## src/rtl/bus_arbiter.sv

```systemverilog
// Two-master round-robin bus arbiter with serial slave select and registered outputs.
// Define ARB_TIMEOUT_EN to force release after TIMEOUT cycles in ACTIVE.
module bus_arbiter #(
    parameter int SLAVE_LEN = 2,
    parameter int TIMEOUT   = 255
) (
    input  logic                      clk,
    input  logic                      reset,
    input  logic                      m1_request,
    input  logic                      m2_request,
    input  logic                      m1_slave_select,
    input  logic                      m2_slave_select,
    input  logic                      m1_trans_done,
    input  logic                      m2_trans_done,
    output logic                      m1_grant,
    output logic                      m2_grant,
    output logic                      master_sel,
    output logic [2**SLAVE_LEN-1:0]   slave_en,
    output logic                      arbiter_busy,
    output logic                      bus_busy,
    output logic                      timeout
);

    localparam int N  = 2**SLAVE_LEN;
    localparam int BW = (SLAVE_LEN > 1) ? $clog2(SLAVE_LEN) : 1;

    typedef enum logic [1:0] {IDLE, SSEL, ACTIVE, RELEASE} state_t;

    state_t               state_q, state_d;
    logic                 last_q, last_d;
    logic                 sel_d;
    logic [SLAVE_LEN-1:0] shift_q, shift_d;
    logic [BW-1:0]        bcnt_q, bcnt_d;
    logic [N-1:0]         slave_en_d;
    logic                 timeout_d;
    logic                 win;
    logic                 own_req, own_bit, own_done;

`ifdef ARB_TIMEOUT_EN
    localparam int CW = $clog2(TIMEOUT + 1);
    logic [CW-1:0] cnt_q, cnt_d;
`endif

    // master_sel always names the current owner while granted
    assign own_req  = master_sel ? m2_request      : m1_request;
    assign own_bit  = master_sel ? m2_slave_select : m1_slave_select;
    assign own_done = master_sel ? m2_trans_done   : m1_trans_done;
    assign win      = (m1_request && m2_request) ? ~last_q : m2_request;

    always_comb begin
        state_d    = state_q;
        last_d     = last_q;
        sel_d      = master_sel;
        shift_d    = shift_q;
        bcnt_d     = bcnt_q;
        slave_en_d = '0;
        timeout_d  = 1'b0;
`ifdef ARB_TIMEOUT_EN
        cnt_d      = cnt_q;
`endif
        unique case (state_q)
            IDLE: begin
                if (m1_request || m2_request) begin
                    state_d = SSEL;
                    last_d  = win;
                    sel_d   = win;
                    shift_d = '0;
                    bcnt_d  = '0;
                end
            end
            SSEL: begin
                if (!own_req) begin
                    state_d = RELEASE;
                end else begin
                    shift_d = SLAVE_LEN'({shift_q, own_bit});
                    bcnt_d  = bcnt_q + BW'(1);
                    if (bcnt_q == BW'(SLAVE_LEN - 1)) begin
                        state_d    = ACTIVE;
                        slave_en_d = {{(N-1){1'b0}}, 1'b1} << shift_d;
`ifdef ARB_TIMEOUT_EN
                        cnt_d      = '0;
`endif
                    end
                end
            end
            ACTIVE: begin
                if (own_done || !own_req) begin
                    state_d = RELEASE;
                end else begin
                    slave_en_d = slave_en;
`ifdef ARB_TIMEOUT_EN
                    if (cnt_q == CW'(TIMEOUT - 1)) begin
                        state_d    = RELEASE;
                        slave_en_d = '0;
                        timeout_d  = 1'b1;
                    end else begin
                        cnt_d = cnt_q + CW'(1);
                    end
`endif
                end
            end
            RELEASE: begin
                state_d = IDLE;
            end
            default: state_d = IDLE;
        endcase
    end

    always_ff @(posedge clk or posedge reset) begin
        if (reset) begin
            state_q      <= IDLE;
            last_q       <= 1'b1;
            master_sel   <= 1'b0;
            shift_q      <= '0;
            bcnt_q       <= '0;
            m1_grant     <= 1'b0;
            m2_grant     <= 1'b0;
            slave_en     <= '0;
            arbiter_busy <= 1'b0;
            bus_busy     <= 1'b0;
            timeout      <= 1'b0;
        end else begin
            state_q      <= state_d;
            last_q       <= last_d;
            master_sel   <= sel_d;
            shift_q      <= shift_d;
            bcnt_q       <= bcnt_d;
            m1_grant     <= (state_d == SSEL || state_d == ACTIVE) && !sel_d;
            m2_grant     <= (state_d == SSEL || state_d == ACTIVE) && sel_d;
            slave_en     <= slave_en_d;
            arbiter_busy <= (state_d != IDLE);
            bus_busy     <= (state_d == ACTIVE);
            timeout      <= timeout_d;
        end
    end

`ifdef ARB_TIMEOUT_EN
    always_ff @(posedge clk or posedge reset) begin
        if (reset) cnt_q <= '0;
        else       cnt_q <= cnt_d;
    end
`endif

endmodule
```

## config.mk

```make
export PLATFORM = sky130hd
export DESIGN_NAME = bus_arbiter
export DESIGN_NICKNAME = d
export VERILOG_FILES = /design/src/rtl/bus_arbiter.sv
export SDC_FILE = /design/constraint.sdc
export NUM_CORES = 1
export LEC_CHECK = 0
export ABC_AREA = 1
export CAP_MARGIN = 20
export CORE_UTILIZATION = 47
export DETAILED_ROUTE_END_ITERATION = 8
export GPL_TIMING_DRIVEN = 0
export HOLD_SLACK_MARGIN = 0.03
export PLACE_DENSITY = 0.75
export SLEW_MARGIN = 30
export SYNTH_ARGS = -nofsm -noshare
export SYNTH_HDL_FRONTEND = slang
export SYNTH_SLANG_ARGS = --single-unit
```

## constraint.sdc

```tcl
create_clock -name clk -period 1.5 [get_ports clk]
set_input_delay 0.15 -clock clk [delete_from_list [all_inputs] [get_ports clk]]
set_output_delay 0.15 -clock clk [all_outputs]
set_load 0.05 [all_outputs]
```

==> results.toml <==
[outcome]
status = "complete, no violations"

[placed_design]
detailed_place_hpwl_um = 1164
place_congestion = 0.8097
dpl_cell_area_um2 = 955.9
port_buffers = 16
placed_cells = 128

[drt]
drt_iter0_drc = 13
drc = 0
drt_pass1_iterations = 4
detail-route-antenna-nets = 0
wirelength_um = 1593
vias_per_cell = 4.935
routed_via_count = 686
routed_wire_length_per_instance_um = 11.46

[yosys]
synth_seq_cells = 14
ys_seq_area_share_pct = 45.92
synth_fp_nets = 106
yosysUniqueCellTypes = 18
gate_count_post_synth = 96
ys.warnings.count = 0
synth_area_per_cell_um2 = 7.976
syn_area_um2 = 765.7

[cells_and_area]
finish.instance_area_mm2 = 0.001066
diodes = 0
drive_above_1_share_pct = 29.27
multi_input_area_um2 = 377.9
synth_to_layout_area_growth_pct = 39.22
seqCellArea_um2 = 354.1
layout.nets = 134
layout.cells.most_common = "sky130_fd_sc_hd__nand2_1"
n_fill_cell = 126
layout_common_cells = "sky130_fd_sc_hd__nand2_1 (29), sky130_fd_sc_hd__inv_1 (13), sky130_fd_sc_hd__dfrtp_1 (11), sky130_fd_sc_hd__dlygate4sd2_1 (9), sky130_fd_sc_hd__buf_4 (8)"
fin_cells = 139

[global_routing]
antenna_found_initial = 0
global_route.overflow_total = 0
gr-usage-all-layers_pct = 19.44
grt_pass1_wl_um = 2539
grt_pass1_vias = 599
largest_net_degree_at_the_start_of_global_routing = 15

[floorplanning]
boundaryPins = 18
floorplan.die_area_mm2 = 0.001795
chipWidth_um = 42.37
fp.dieH_um = 42.37
coreArea_mm2 = 0.001506
placement_rows = 14
initial_standard_cell_utilization_of_the_core_pct = 50.83

[timing]
fin_hold_ws_ps = 196.4
final_setup_skew_ps = 5.906
report.final.slew_viol_count = 0
timing.final.crit_period_ps = 1450
timing.max_slew.rel_slack_pct = 64.66
fmax_ghz = 0.6895
report.final.hold_viol_count = 0
final_worst_path_cycle_share_pct = 96.68
tightest_slew_ps = 529.5
finalSetupViolations = 0

[critical_path]
series_of_cell_instances_along_the_critical_path = "inv_4 -> nand2_2 -> nand2_4 -> a21oi_2 -> nor2_2 -> ha_1 -> inv_2 -> nor2_2"
critical_path.top_delay_family = "flip-flops"
endpoint_kind = "flop"
endpoint_arrival_time_on_the_critical_path_ps = 1620
crit_slowest_cell = "sky130_fd_sc_hd__dfrtp_2"
critical_path.most_common_cell = "sky130_fd_sc_hd__nor2_2"
worst_ep_required_ps = 1670
crit_type = "reg -> reg"
timing.critical_path.slowest_cell_delay_ps = 470
cp_num_buf_inv = 2
critPathLaunchType = "flop"
critical_path.max_fanout = 7

[clock_tree]
max-clock-path-buffers = 2
holdBufCountCts = 0
clock_tree_from_tritoncts = "done"
cts.sinks = 14
cts_made_buffers = 3
clk_pin_slew_worst_paths_ps = 90
clock_tree_root_driver_cell = "sky130_fd_sc_hd__clkbuf_4"
clk-insertion-delay-late_ps = 280
ctsHtreeMaxLevel = 1

[flow_run]
max_cap_violations = 0

[power]
ir_drop_uv = 1233
cellLeakagePower_nw = 0.6181
p_per_area_mw_per_mm2 = 2115
design_power_total_mw = 2.255

[worst_hold_path]
worst_hold_path_type = "in -> async"
## final timing paths
path	start	to	slack, ps	cells past startpoint
max	master_sel	m1_grant	50	8
min	reset	arbiter_busy	200	2
max reg2reg	master_sel	m1_grant	50	8
min reg2reg	slave_en[2]	slave_en[2]	520	2
max in group asynchronous	reset	master_sel	920	2
min in group clk	m1_request	state_q[0]	350	3
## worst register-to-register path, delay by kind of cell, from the launching register on
kind	cells	cell delay, ps
DFF	1	470
and+or+nand+nor	4	370
adders and majority gates	1	260
buffers and inverters	2	170
AOI/OAI and AO/OA	1	70
## synth_stat cells (all sizes together)
library cell	n	area share (%)
nand2	38	22
inv	17	8.3
dfrtp	13	42
nor2	9	6.9
nand3	5	3.3
nand4	5	4.1
a21oi	3	3.4
ha	2	3.3
buf	1	0.98
conb	1	0.49
dfstp	1	3.4
o21ai	1	1.1
## power breakdown
| part | internal (mW) | total [mW] | switching [mW] |
|---|---|---|---|
| clock network | 0.148 | 0.270 | 0.123 |
| logic | 0.475 | 1.35 | 0.874 |
| registers | 0.520 | 0.636 | 0.116 |
| total | 1.14 | 2.25 | 1.11 |
## metal layers
layer / GRT usage, % / vias up / wire (µm)
li1: - / 344 / -
met1: 22.88 / 309 / 652
met2: 32.00 / 27 / 781
met3: 3.879 / 6 / 103
met4: 12.50 / 0 / 55
met5: 0 / - / 0
## per-stage QoR
step / setup TNS [ps] / setup WS [ps] / utilization (%)
floorplan: 0 / 12.80 / -
global placement: -506.3 / -231.6 / 63.46
detailed placement: -648.2 / -282.4 / 63.46
CTS: 0 / 5.887 / 65.12
global route: -5.352 / -5.352 / 70.76
finish: 0 / 49.73 / 70.76
## state kept, by name, summed over array words and instances, names as in the netlist
name,cells
last_q,1
master_sel,1
state_q,2
arbiter_busy,1
shift_q,1
m2_grant,1
bcnt_q,1
slave_en,4
bus_busy,1
m1_grant,1
## what timing repair did
action / CTS / global route
buffers inserted: 0 / 7
endpoints found under the setup margin: 9 / 2
pin swaps: 0 / 3
resized for setup: 9 / 10
## cells by family (layout without fill, tap and decap cells)
group	Yosys count	in the layout	share of synthesized area, %
other	1	1	0.4897
adder cells (fa/ha/maj)	2	2	3.267
AND/OR/NAND/NOR	57	57	36.44
AO/OA/AOI/OAI	4	4	4.576
flip-flops	14	14	45.92
buffers and inverters	18	45	9.314
## layout make-up
cell class | instances | share of cell area, %
multi-input combinational | 64 | 35.45
sequential | 14 | 33.22
timing repair buffer | 23 | 19.13
inverter | 17 | 6.221
clock buffer | 4 | 3.404
tap | 16 | 1.878
buffer | 1 | 0.7042
(Power assumes the default switching activity.)
